--- src/rtl/fetch_unit.sv ---
// Instruction fetch: owns the PC, keeps one request outstanding to the I-cache, and feeds IF/ID.
// Optional FETCH_STATS_EN adds fetchCount/redirectCount.
//   state | meaning
//   FETCH | request at pc outstanding
//   DRAIN | redirect seen mid-request; wait for ack, discard data
//   FULL  | acked instruction parked in buffer during stall; no request
module fetch_unit #(
  parameter logic [31:0] RESET_PC = 32'h0000_0000
) (
  input  logic        clk,
  input  logic        rst_n,
  input  logic        stall,
  input  logic        branchFlag,
  input  logic [31:0] branchAddr,
  output logic        imemReq,
  output logic [31:0] imemAddr,
  input  logic        imemAck,
  input  logic [31:0] imemData,
  output logic [31:0] pcOut,
  output logic [31:0] instOut,
  output logic        instValid
`ifdef FETCH_STATS_EN
  ,
  output logic [31:0] fetchCount,
  output logic [31:0] redirectCount
`endif
);

  localparam logic [1:0] ST_FETCH = 2'd0;
  localparam logic [1:0] ST_DRAIN = 2'd1;
  localparam logic [1:0] ST_FULL  = 2'd2;

  localparam logic [31:0] RESET_PC_ALIGNED = {RESET_PC[31:2], 2'b00};

  logic [1:0]  state_q, state_d;
  logic [31:0] pc_q, pc_d;
  logic [31:0] redir_tgt_q, redir_tgt_d;
  logic [31:0] buf_pc_q, buf_pc_d;
  logic [31:0] buf_inst_q, buf_inst_d;
  logic [31:0] pc_out_q, pc_out_d;
  logic [31:0] inst_out_q, inst_out_d;
  logic        inst_valid_q, inst_valid_d;
  logic [31:0] br_tgt;
  logic        unused_addr_bits;

  assign br_tgt           = {branchAddr[31:2], 2'b00};
  assign unused_addr_bits = ^branchAddr[1:0];

  always_comb begin
    state_d      = state_q;
    pc_d         = pc_q;
    redir_tgt_d  = redir_tgt_q;
    buf_pc_d     = buf_pc_q;
    buf_inst_d   = buf_inst_q;
    pc_out_d     = pc_out_q;
    inst_out_d   = inst_out_q;
    inst_valid_d = inst_valid_q;

    case (state_q)
      ST_FETCH: begin
        if (imemAck) begin
          if (branchFlag) begin
            pc_d = br_tgt;
          end else if (!stall) begin
            pc_out_d     = pc_q;
            inst_out_d   = imemData;
            inst_valid_d = 1'b1;
            pc_d         = pc_q + 32'd4;
          end else begin
            buf_pc_d   = pc_q;
            buf_inst_d = imemData;
            pc_d       = pc_q + 32'd4;
            state_d    = ST_FULL;
          end
        end else begin
          // The request must stay stable until acked, so park the target instead.
          if (branchFlag) begin
            redir_tgt_d = br_tgt;
            state_d     = ST_DRAIN;
          end
          if (!stall) inst_valid_d = 1'b0;
        end
      end
      ST_DRAIN: begin
        if (imemAck) begin
          pc_d    = branchFlag ? br_tgt : redir_tgt_q;
          state_d = ST_FETCH;
        end else if (branchFlag) begin
          redir_tgt_d = br_tgt;
        end
        if (!stall) inst_valid_d = 1'b0;
      end
      ST_FULL: begin
        if (branchFlag) begin
          buf_pc_d   = 32'd0;
          buf_inst_d = 32'd0;
          pc_d       = br_tgt;
          state_d    = ST_FETCH;
        end else if (!stall) begin
          pc_out_d     = buf_pc_q;
          inst_out_d   = buf_inst_q;
          inst_valid_d = 1'b1;
          buf_pc_d     = 32'd0;
          buf_inst_d   = 32'd0;
          state_d      = ST_FETCH;
        end
      end
      default: begin
        state_d = ST_FETCH;
      end
    endcase

    // A redirect squashes whatever is presented, even under stall.
    if (branchFlag) inst_valid_d = 1'b0;
  end

  always_ff @(posedge clk or negedge rst_n) begin
    if (!rst_n) begin
      state_q      <= ST_FETCH;
      pc_q         <= RESET_PC_ALIGNED;
      redir_tgt_q  <= 32'd0;
      buf_pc_q     <= 32'd0;
      buf_inst_q   <= 32'd0;
      pc_out_q     <= 32'd0;
      inst_out_q   <= 32'd0;
      inst_valid_q <= 1'b0;
    end else begin
      state_q      <= state_d;
      pc_q         <= pc_d;
      redir_tgt_q  <= redir_tgt_d;
      buf_pc_q     <= buf_pc_d;
      buf_inst_q   <= buf_inst_d;
      pc_out_q     <= pc_out_d;
      inst_out_q   <= inst_out_d;
      inst_valid_q <= inst_valid_d;
    end
  end

  assign imemReq   = (state_q != ST_FULL);
  assign imemAddr  = pc_q;
  assign pcOut     = pc_out_q;
  assign instOut   = inst_out_q;
  assign instValid = inst_valid_q;

`ifdef FETCH_STATS_EN
  logic [31:0] fetch_count_q, fetch_count_d;
  logic [31:0] redirect_count_q, redirect_count_d;
  logic        fetch_load;

  assign fetch_load = !branchFlag && !stall &&
                      (((state_q == ST_FETCH) && imemAck) || (state_q == ST_FULL));

  always_comb begin
    fetch_count_d    = fetch_count_q;
    redirect_count_d = redirect_count_q;
    if (fetch_load) fetch_count_d = fetch_count_q + 32'd1;
    if (branchFlag) redirect_count_d = redirect_count_q + 32'd1;
  end

  always_ff @(posedge clk or negedge rst_n) begin
    if (!rst_n) begin
      fetch_count_q    <= 32'd0;
      redirect_count_q <= 32'd0;
    end else begin
      fetch_count_q    <= fetch_count_d;
      redirect_count_q <= redirect_count_d;
    end
  end

  assign fetchCount    = fetch_count_q;
  assign redirectCount = redirect_count_q;
`endif

endmodule
--- config.mk ---
export PLATFORM = sky130hd
export DESIGN_NAME = fetch_unit
export DESIGN_NICKNAME = d
export VERILOG_FILES = /design/src/rtl/fetch_unit.sv
export SDC_FILE = /design/constraint.sdc
export NUM_CORES = 1
export LEC_CHECK = 0
export BUFFER_PORTS_ARGS = -buffer_cell sky130_fd_sc_hd__buf_2
export CORE_ASPECT_RATIO = 1.25
export CORE_MARGIN = 4
export CORE_UTILIZATION = 61
export DETAILED_ROUTE_END_ITERATION = 7
export PLACE_DENSITY = 0.91
export SLEW_MARGIN = 25
export SYNTH_ARGS = -nofsm -noshare
export SYNTH_HDL_FRONTEND = slang
export SYNTH_SLANG_ARGS = --single-unit
--- constraint.sdc ---
create_clock -name clk -period 3.47 [get_ports clk]
set_input_delay 0.694 -clock clk [delete_from_list [all_inputs] [get_ports clk]]
set_output_delay 0.694 -clock clk [all_outputs]
set_load 0.005 [all_outputs]
==> results by group, run 1 <==
Run status
  • Status: finished, final reports clean

Yosys
  • Syn nets: 1,097
  • Synthesized instance count: 1,024
  • Synth Area per Inst: 9.49 sq um
  • Post-synth EDFFs: 0
  • Async set-or-reset flop fraction in the synthesized netlist: 100%
  • Cell variety after synth: 64
  • Post-synthesis sequential area ratio: 50.2%
  • Primary FF master, synth: dfrtp_1
  • Synth warn: 0
  • Post-Syn Area: 9720 sq um
  • #FFs+latches synth: 195

Power
  • Pleak: 5.31 nW
  • Tot Pwr: 10.1 mW
  • Max rail drop VDD: 0.592 mV
  • Pwr Density: 904 nW/um^2

Placed design
  • Routability cong.: 0.907
  • I/O Buffers: 164
  • Inst Count DP: 1,333
  • Dpl ws: 0.748 ns
  • Post-DP HPWL: 16,100 um

Critical path
  • CP max-delay cell: buf_4
  • Crit Path Max Fanout: 56
  • Worst Setup Path Type: reg2reg
  • Critical Path AT: 3.00 ns
  • CP delay by family, top: buffers and inverters
  • Crit. End Element: register
  • Critical path, cell by cell: inv_1 -> ha_4 -> buf_4 -> nor3_4 -> a31oi_4 -> buf_4 -> o21ai_0
  • Crit-path most repeated cell: buf_4
  • Nature of the critical path startpoint: register
  • Worst path bufs/invs: 3
  • Worst path max stage delay: 0.63 ns
  • Critical path data required time: 3.75 ns

Finish
  • Final net count: 1,213
  • Antenna Cells: 0
  • Commonest non-fill, non-tap cell in the layout: nand2_1
  • Final Non-Filler Cells: 1,364
  • Fillers: 1,108
  • Commonest non-fill, non-tap cells in the layout: nand2_1, dfrtp_1, buf_2
  • Area Overhead vs Synth: 15.2%
  • Fraction of layout cells with a size suffix above 1: 23.4%

Die
  • Die ar.: 18,000 sq um
  • Top Ports: 167
  • Core area: 15,600 sq um
  • Die Height: 149 um
  • Starting density of the core: 62.2%
  • Die W: 121 um
  • Rows: 51

Global routing
  • Grt ovf: 0
  • Largest net degree at the start of global routing: 97
  • Total track usage: 26.8%
  • First-pass GRT wire length: 39,200 um
  • Antenna violations before repair: 0
  • Via count of the first global-routing pass: 7,860

Timing
  • RSZ-0062 raised after global routing: no
  • Fmax: 367 MHz
  • Setup ws final: 0.747 ns
  • Max Slew Vio Count: 0
  • Final Cycle Share: 78.5%
  • Worst slew margin: 47.4%
  • Setup TNS: 0 ns
  • Clock skew: 0.0115 ns
  • Final hold slack: 0.301 ns
  • # setup viols final: 0
  • Post-layout minimum cycle time: 2.72 ns
  • Final Hold Fails: 0
  • Worst-Margin Slew: 0.789 ns

Clocking
  • Post-CTS Setup Repair Bufs: 0
  • Clk root buf: clkbuf_16
  • Clock tree buffer depth: 2
  • Gates resized, CTS repair: 0
  • TritonCTS Buffers: 17
  • Hold buffer count at CTS: 0
  • H-Tree Depth: 4
  • CTS tree: built
  • TritonCTS sink count: 195
  • Clock transition at path regs: 0.07 ns
  • Worst skew pair latency: 0.43 ns

Routing
  • DR iter-0 viols: 684
  • Residual DRC: 0
  • Drt wl/cell: 17.6 um
  • Final wirelength: 24,000 um
  • Pre-antenna DRT Iters: 6
  • Antenna-violating nets left: 0
  • Total number of vias: 8,161
  • Vias per cell: 5.98

Min path
  • Worst Hold Class: in2async

Run
  • # Max-Cap Violations: 0
cell usage after synthesis, types with 3 or more instances:
master     count  area share (%)
a211o_1        3            0.27
a211oi_1       3            0.23
a21boi_0      23             1.8
a21o_1         5            0.39
a21oi_1       34             1.8
a22o_1         9            0.81
a22oi_1       13             1.0
a31oi_1        5            0.32
and2_1         3            0.19
and3_1         3            0.19
and4_1         5            0.45
buf_1          7            0.27
buf_2         34             1.8
buf_6          5            0.58
clkbuf_1      37             1.4
dfrtp_1      195              50
ha_1           4            0.52
inv_1         19            0.73
mux2_2        29             3.4
mux2i_1       62             6.4
nand2_1      230             8.9
nand3_1       46             2.4
nand4_1        3            0.19
nor2_1        23            0.89
nor2b_1        3            0.19
nor3_1        11            0.57
nor3_2         3            0.31
nor4_1         8            0.52
nor4_4         3            0.66
o211ai_1      12            0.93
o21ai_0       88             4.5
o21ai_1       27             1.4
o22ai_1       12            0.77
o2bb2ai_1      3            0.27
o31ai_1       11            0.85
final cells by class:
cell class	instances	area (sq um)	area share, %
Timing Repair Buffer	182	990	8.84
Clock inverter	12	131	1.17
Inverter	21	78.8	0.704
Sequential cell	195	4880	43.6
Clock buffer	19	453	4.05
Multi-Input combinational cell	723	4400	39.3
Tap cell	212	265	2.37
metrics by stage:
| stage | cell area [sq um] | utilization (%) |
|---|---|---|
| 3_3_place_gp | 10600 | 67.9 |
| 3_5_place_dp | 10600 | 67.9 |
| 5_1_grt | 11200 | 71.6 |
| 2_1_floorplan | 9720 | - |
| 6_report | 11200 | 71.6 |
| 4_1_cts | 11200 | 71.6 |
final timing paths:
path | slack (ns) | depth (start not counted) | to | startpoint
setup / recovery | 0.75 | 7 | buf_inst_q[9] | state_q[0]
hold / removal | 0.30 | 1 | instOut[3] | rst_n
setup reg to reg | 0.75 | 7 | buf_inst_q[9] | state_q[0]
hold reg to reg | 0.47 | 2 | buf_inst_q[24] | buf_inst_q[24]
max in group asynchronous | 2.26 | 2 | imemAddr[30] | rst_n
min in group clk | 0.47 | 2 | buf_inst_q[24] | buf_inst_q[24]
report_power, final:
group / internal (mW) / switching, mW / total [mW]
clock: 1.10 / 0.847 / 1.94
sequential: 3.27 / 0.852 / 4.12
combinational: 1.69 / 2.36 / 4.05
total: 6.06 / 4.06 / 10.1
sequential cells by signal (all words and copies together), names as in the netlist:
name,count
imemAddr,32
buf_pc_q,32
buf_inst_q,32
pcOut,32
instValid,1
state_q,2
redir_tgt_q,32
instOut,32
cells by family (layout without fill, tap and decap cells):
group / Yosys count / count (layout) / share of synthesized area, %
AOI/OAI and AO/OA: 268 / 268 / 17.3
DFF: 195 / 195 / 50.2
and+or+nand+nor: 356 / 356 / 16.9
xor gates and xnor gates: 4 / 4 / 0.361
adders and majority gates: 4 / 4 / 0.515
muxes: 91 / 91 / 9.75
buffers and inverters: 106 / 234 / 4.97
metal layers:
metal / up-vias / global-route usage (%) / routed length [um]
li1: 3831 / - / -
met1: 3931 / 36.0 / 10200
met2: 342 / 43.3 / 11700
met3: 57 / 5.12 / 1520
met4: 0 / 10.7 / 654
met5: - / 0 / 0
worst register-to-register path: cells and delay by family, from the launching register on:
family	cells	cell delay [ns]
buf+inv	3	1.30
flops	1	0.43
compound gates	2	0.40
fa+ha+maj	1	0.33
simple gates	1	0.12
(Power assumes the default switching activity.)
==> run 2: changes to the inputs <==
ABC_AREA = 1   (was default)
CORE_UTILIZATION = 51   (was 61)
PLACE_DENSITY = 0.81   (was 0.91)
clock period = 2.5 ns   (was 3.47 ns; I/O delays follow)
==> run 2 against run 1 <==
Net effect: hold slack got worse by 0.27 ns; non-clock buffer count increased by 8; synthesized cell count increased by 27%; critical path type is now reg2out; largest cell class unchanged; largest power group is now combinational logic; highest routed layer unchanged.
==> results by group, run 2 <==
Finish
  • Antenna Cells: 0 (unchanged)
  • Fillers: 1,665 (+50%)
  • Register area: 4880 sq um (unchanged)
  • Final net count: 1,509 (+24%)
  • Final Non-Filler Cells: 1,710 (+25%)
  • Fraction of layout cells with a size suffix above 1: 15.8% (-7.5 points)
  • Area Overhead vs Synth: 17.3%
  • Commonest non-fill, non-tap cells in the layout: nand2_1, dfrtp_1, buf_2
  • Multi-input logic area: 4390 sq um (about the same)
  • Commonest non-fill, non-tap cell in the layout: nand2_1
  • Final design utilization: 61.6% (-10 points)

Timing
  • Final Hold Fails: 0 (unchanged)
  • RSZ-0062 raised after global routing: no
  • Worst-Margin Slew: 0.489 ns (-0.300 ns)
  • Setup TNS: 0 ns (unchanged)
  • Clock skew: 0.0108 ns (-0.000688 ns)
  • Setup ws final: 0.121 ns (-0.626 ns)
  • # setup viols final: 0 (unchanged)
  • Worst slew margin: 67.4% (+20 points)
  • Post-layout minimum cycle time: 2.38 ns
  • Final Cycle Share: 95.2%
  • Final hold slack: 0.0290 ns (-0.272 ns)
  • Max Slew Vio Count: 0 (unchanged)
  • Fmax: 420 MHz

Clocking
  • Post-CTS Setup Repair Bufs: 0 (unchanged)
  • Worst skew pair latency: 0.44 ns (about the same)
  • Hold buffer count at CTS: 0 (unchanged)
  • Clock transition at path regs: 0.07 ns (about the same)
  • TritonCTS sink count: 195 (unchanged)
  • Clk root buf: clkbuf_16
  • Clock tree buffer depth: 2 (unchanged)
  • H-Tree Depth: 4 (unchanged)
  • Gates resized, CTS repair: 0 (unchanged)
  • CTS tree: built
  • TritonCTS Buffers: 17 (unchanged)

Global routing
  • Largest net degree at the start of global routing: 56 (-42%)
  • Antenna violations before repair: 0 (unchanged)
  • Via count of the first global-routing pass: 8,404 (+6.9%)
  • First-pass GRT wire length: 41,100 um (+5.0%)
  • Grt ovf: 0 (unchanged)
  • Total track usage: 23.2% (-3.6 points)

Yosys
  • Syn nets: 1,378 (+26%)
  • Yosys top cell by area: dfrtp_1
  • Primary FF master, synth: dfrtp_1
  • Top-count cell post-synth: nand2_1
  • Async set-or-reset flop fraction in the synthesized netlist: 100% (unchanged)
  • Post-synthesis sequential area ratio: 48.9% (-1.3 points)
  • #FFs+latches synth: 195 (unchanged)
  • Commonest cells post-synth: nand2_1, dfrtp_1, nor2_1, a21oi_1, o21ai_0
  • Cell variety after synth: 32 (-50%)
  • Synth top area share: 48.9% (-1.3 points)
  • Post-Syn Area: 9970 sq um (+2.7%)
  • Synth Area per Inst: 7.64 sq um (-19%)
  • Synthesized instance count: 1,305 (+27%)
  • Synth warn: 0 (unchanged)
  • Synth top area cells: dfrtp_1, nand2_1, a21oi_1, nor2_1, o21ai_0
  • Post-synth EDFFs: 0 (unchanged)

Run
  • # Max-Cap Violations: 0 (unchanged)

Placed design
  • Inst Count DP: 1,678 (+26%)
  • Routability cong.: 0.849 (-6.3%)
  • Dpl ws: 0.266 ns (-0.482 ns)
  • Post-DP HPWL: 17,400 um (+7.6%)
  • I/O Buffers: 164 (unchanged)

Die
  • Core area: 19,000 sq um (+21%)
  • Die W: 133 um (+10%)
  • Die ar.: 21,900 sq um (+21%)
  • Rows: 56 (+9.8%)
  • Die Height: 164 um (+10%)
  • Starting density of the core: 52.5% (-9.6 points)
  • Top Ports: 167 (unchanged)

Power
  • Pwr Density: 1320 nW/um^2 (+46%)
  • Switching Fraction: 42.0% (+1.9 points)
  • Switch Pwr: 6.48 mW (+60%)
  • Max rail drop VDD: 0.648 mV (+9.5%)
  • Sequential share of power: 37.6% (-3.2 points)
  • Pint: 8.95 mW (+48%)
  • Share of total power in combinational logic: 43.7% (+3.7 points)
  • Pleak: 5.74 nW (+8.2%)
  • Clock share of power: 18.7% (-0.5 points)

Routing
  • Pre-antenna DRT Iters: 5 (-1)
  • Vias per cell: 5.25 (-12%)
  • Antenna-violating nets left: 0 (unchanged)
  • DR iter-0 viols: 726 (+6.1%)
  • Drt wl/cell: 14.7 um (-17%)
  • Residual DRC: 0 (unchanged)
  • Total number of vias: 8,980 (+10%)
  • Final wirelength: 25,100 um (+4.5%)

Critical path
  • CP max-delay cell: dfrtp_1
  • Crit Path Max Fanout: 17 (-70%)
  • Critical path data required time: 2.00 ns (-1.75 ns)
  • Critical path, cell by cell: inv_1 -> ha_4 -> inv_2 -> buf_4 -> buf_2
  • Nature of the critical path startpoint: register
  • Worst Setup Path Type: reg2out
  • Critical Path AT: 1.88 ns (-1.12 ns)
  • Worst path max stage delay: 0.37 ns (-0.26 ns)
  • Crit. End Element: primary output

Min path
  • Worst Hold Class: in2async

Run status
  • Status: finished, final reports clean
run 2: changes by cell type after synthesis, moves of 10 or more:
cell / before / now
mux2_2: 29 / 0
a21boi_0: 23 / 54
nand2_1: 230 / 391
a21oi_1: 34 / 152
o211ai_1: 12 / 1
nor2_1: 23 / 155
a22oi_1: 13 / 2
o31ai_1: 11 / 1
nor3_1: 11 / 0
inv_1: 19 / 82
clkbuf_1: 37 / 25
mux2i_1: 62 / 12
o21ai_1: 27 / 7
run 2: final timing paths:
| path | startpoint | end | slack [ns] | depth (start not counted) |
|---|---|---|---|---|
| max in group asynchronous | rst_n | buf_inst_q[16] | 1.79 | 2 |
| worst max register to register | state_q[0] | buf_pc_q[26] | 0.24 | 10 |
| worst min-delay path | rst_n | state_q[1] | 0.03 | 1 |
| worst max-delay path | state_q[0] | imemReq | 0.12 | 5 |
| min in group clk | imemData[30] | buf_inst_q[30] | 0.32 | 3 |
| worst min register to register | redir_tgt_q[26] | redir_tgt_q[26] | 0.49 | 2 |
run 2: cell families after synthesis:
group	count (synthesis)	share of synthesized area [%]
mux	12	1.20
xor+xnor	3	0.263
buf+inv	162	7.31
fa+ha+maj	4	0.502
compound gates	324	18.2
simple gates	605	23.6
flops	195	48.9
run 2: final cells by class:
cell class | count | area share, %
flip-flops and latches | 195 | 41.7
multi-input cells | 948 | 37.5
repair buffers | 190 | 9.93
clock buffers | 17 | 3.64
well taps | 261 | 2.79
inverters | 84 | 2.72
clock inverters | 15 | 1.69
run 2: layer usage:
metal	wire, um	GRT usage (%)	up-vias
met3	1450	4.14	64
met2	12200	38.2	295
met4	760	10.2	0
met1	10700	30.2	4130
met5	0	0	-
li1	-	-	4491
run 2: power groups by stage:
stage	Clock, mW	Combinational (mW)	Sequential (mW)
finish	2.88	6.74	5.81
CTS	2.93	6.79	5.80
global placement	0	6.53	5.77
global route	3.08	7.71	6.01
floorplan	0	4.59	5.65
detailed placement	0	6.74	5.86
run 2: through the flow:
stage | total power, mW | area (sq um)
after floorplan | 10.2 | 9970
after CTS | 15.5 | 11700
after global routing | 16.8 | 11700
final | 15.4 | 11700
after detailed placement | 12.6 | 11100
after global placement | 12.3 | 11100
run 2: worst max-delay path: cells and delay by family (launching register included):
family | cells | cell delay, ns
flops | 1 | 0.37
fa+ha+maj | 1 | 0.21
buf+inv | 4 | 0.85
==> run 3: changes to the inputs <==
ABC_AREA = default   (was 1)
CORE_MARGIN = 2   (was 4)
CORE_UTILIZATION = 30   (was 51)
PLACE_DENSITY = 0.55   (was 0.81)
==> run 3 against run 2 <==
Net effect: clock power down 6%; non-clock buffer count up 14; via count down 13%; global-route usage fell by 7.0 points; highest routed layer is now met5.
==> results by group, run 3 (synthesis gave the netlist of run 1 again) <==
Routing
  • Antenna-violating nets left: 0 (unchanged)
  • Vias per cell: 4.93 (-6.2%)
  • DR iter-0 viols: 567 (-22%)
  • Residual DRC: 0 (unchanged)
  • Total number of vias: 7,818 (-13%)
  • Pre-antenna DRT Iters: 5 (unchanged)
  • Final wirelength: 26,600 um (+6.0%)
  • Drt wl/cell: 16.8 um (+14%)

Clocking
  • Clock transition at path regs: 0.07 ns (about the same)
  • Worst skew pair latency: 0.46 ns (+0.02 ns)
  • Clk root buf: clkbuf_16
  • Gates resized, CTS repair: 0 (unchanged)
  • TritonCTS sink count: 195 (unchanged)
  • Post-CTS Setup Repair Bufs: 0 (unchanged)
  • CTS tree: built
  • TritonCTS Buffers: 17 (unchanged)
  • Hold buffer count at CTS: 0 (unchanged)
  • Clock tree buffer depth: 2 (unchanged)
  • H-Tree Depth: 4 (unchanged)

Finish
  • Antenna Cells: 0 (unchanged)
  • Commonest non-fill, non-tap cells in the layout: nand2_1, dfrtp_1, buf_2
  • Fillers: 3,266 (+96%)
  • Commonest non-fill, non-tap cell in the layout: nand2_1
  • Area Overhead vs Synth: 19.9%
  • Final net count: 1,235 (-18%)
  • Fraction of layout cells with a size suffix above 1: 24.7% (+8.9 points)

Power
  • Tot Pwr: 14.3 mW (-7.2%)
  • Pwr Density: 1230 nW/um^2 (-6.8%)
  • Switch Pwr: 5.73 mW (-11%)
  • Sequential share of power: 38.9% (+1.3 points)
  • Pleak: 5.43 nW (-5.4%)
  • Share of total power in combinational logic: 42.1% (-1.6 points)
  • Max rail drop VDD: 0.567 mV (-13%)
  • Pint: 8.58 mW (-4.1%)
  • Switching Fraction: 40.1% (-1.9 points)
  • Clock share of power: 19.0% (+0.3 points)

Die
  • Top Ports: 167 (unchanged)
  • Starting density of the core: 30.5% (-22 points)
  • Rows: 73 (+30%)
  • Die Height: 205 um (+25%)
  • Core area: 31,900 sq um (+68%)
  • Die ar.: 33,900 sq um (+55%)
  • Die W: 165 um (+24%)

Critical path
  • Worst path max stage delay: 0.58 ns (+0.21 ns)
  • Nature of the critical path startpoint: register
  • Worst Setup Path Type: reg2reg
  • Crit. End Element: register
  • Critical path, cell by cell: inv_1 -> ha_1 -> o21ba_2 -> or3_4 -> a211o_1 -> o21ai_1 -> a211oi_2
  • Critical Path AT: 2.62 ns (+0.74 ns)
  • CP max-delay cell: or3_4
  • Crit Path Max Fanout: 33 (+16)
  • Critical path data required time: 2.83 ns (+0.83 ns)

Timing
  • Fmax: 436 MHz (+3.8%)
  • Final Hold Fails: 0 (unchanged)
  • Final Cycle Share: 91.6% (-3.5 points)
  • Post-layout minimum cycle time: 2.29 ns (-0.0880 ns)
  • Setup TNS: 0 ns (unchanged)
  • RSZ-0062 raised after global routing: no
  • Worst-Margin Slew: 0.523 ns (+0.0335 ns)
  • Clock skew: 0.0103 ns (-0.000509 ns)
  • # setup viols final: 0 (unchanged)
  • Worst slew margin: 64.9% (-2.5 points)
  • Max Slew Vio Count: 0 (unchanged)

Placed design
  • Routability cong.: 0.848 (-0.18%)
  • Post-DP HPWL: 18,500 um (+6.2%)
  • I/O Buffers: 164 (unchanged)

Run status
  • Status: finished, final reports clean

Global routing
  • Via count of the first global-routing pass: 7,456 (-11%)
  • Total track usage: 16.2% (-7.0 points)
  • Largest net degree at the start of global routing: 129 (+130%)
  • Antenna violations before repair: 1 (+1)
  • First-pass GRT wire length: 42,300 um (+2.8%)
  • Grt ovf: 0 (unchanged)

Min path
  • Worst Hold Class: in2async

Run
  • # Max-Cap Violations: 0 (unchanged)
[run 3: cell types whose count changed in the layout (fill, tap and decap cells not counted), sizes merged, moves of 29 or more]
cell    before  now
a21boi      54   23
a21oi      152   34
inv         89   22
mux2         0   29
mux2i       12   62
nand2      391  231
nor2       155   24
[run 3: path summary, 6_finish.rpt]
kind / start / end / slack [ns] / depth (start not counted)
worst min-delay path: rst_n / buf_inst_q[6] / 0.03 / 1
max in group asynchronous: rst_n / imemAddr[2] / 1.75 / 2
worst max register to register: state_q[0] / imemAddr[31] / 0.21 / 7
worst max-delay path: state_q[0] / imemAddr[31] / 0.21 / 7
worst min register to register: buf_inst_q[22] / buf_inst_q[22] / 0.47 / 2
min in group clk: branchAddr[23] / redir_tgt_q[23] / 0.29 / 2
[run 3: routing by layer]
layer	GRT usage, %	vias up	wire (um)
met5	0	-	11
met4	5.87	2	608
met3	3.53	35	1120
met2	26.2	163	12800
met1	21.3	3745	12000
li1	-	3873	-
[run 3: area by class of cell]
class / count / area, sq um / area share [%]
Inverter: 21 / 78.8 / 0.676
Tap cell: 412 / 515 / 4.42
Clock inverter: 10 / 100 / 0.859
Clock buffer: 22 / 474 / 4.07
Timing Repair Buffer: 204 / 1200 / 10.3
Multi-Input combinational cell: 723 / 4400 / 37.8
Sequential cell: 195 / 4880 / 41.9
[run 3: power by group through the flow]
| stage | Combinational [mW] | Sequential (mW) | Clock, mW |
|---|---|---|---|
| after detailed placement | 6.09 | 5.64 | 0 |
| after CTS | 6.11 | 5.57 | 2.83 |
| after global placement | 5.99 | 5.58 | 0 |
| final | 6.03 | 5.57 | 2.72 |
| after global routing | 6.79 | 5.78 | 2.95 |
| after floorplan | 3.98 | 5.41 | 0 |
[run 3: per-stage QoR]
step | cells | utilization, % | setup slack [ns] | hold slack [ns] | cell area [sq um]
3_5_place_dp | 1555 | 34.7 | 0.169 | 0.455 | 11100
2_1_floorplan | 1024 | - | 0.441 | 0.204 | 9720
3_3_place_gp | 1555 | 34.7 | 0.229 | 0.449 | 11100
5_1_grt | 1587 | 36.6 | 0.0567 | 0.0489 | 11700
4_1_cts | 1587 | 36.5 | 0.155 | 0.0401 | 11600
6_report | 1587 | 36.6 | 0.209 | 0.0332 | 11700
[run 3: critical path: cells and delay by family, from the launching register on]
family | cells | cell delay, ns
adder cells (fa/ha/maj) | 1 | 0.31
buffers and inverters | 1 | 0.13
flip-flops | 1 | 0.43
AND/OR/NAND/NOR | 1 | 0.58
AO/OA/AOI/OAI | 4 | 0.72
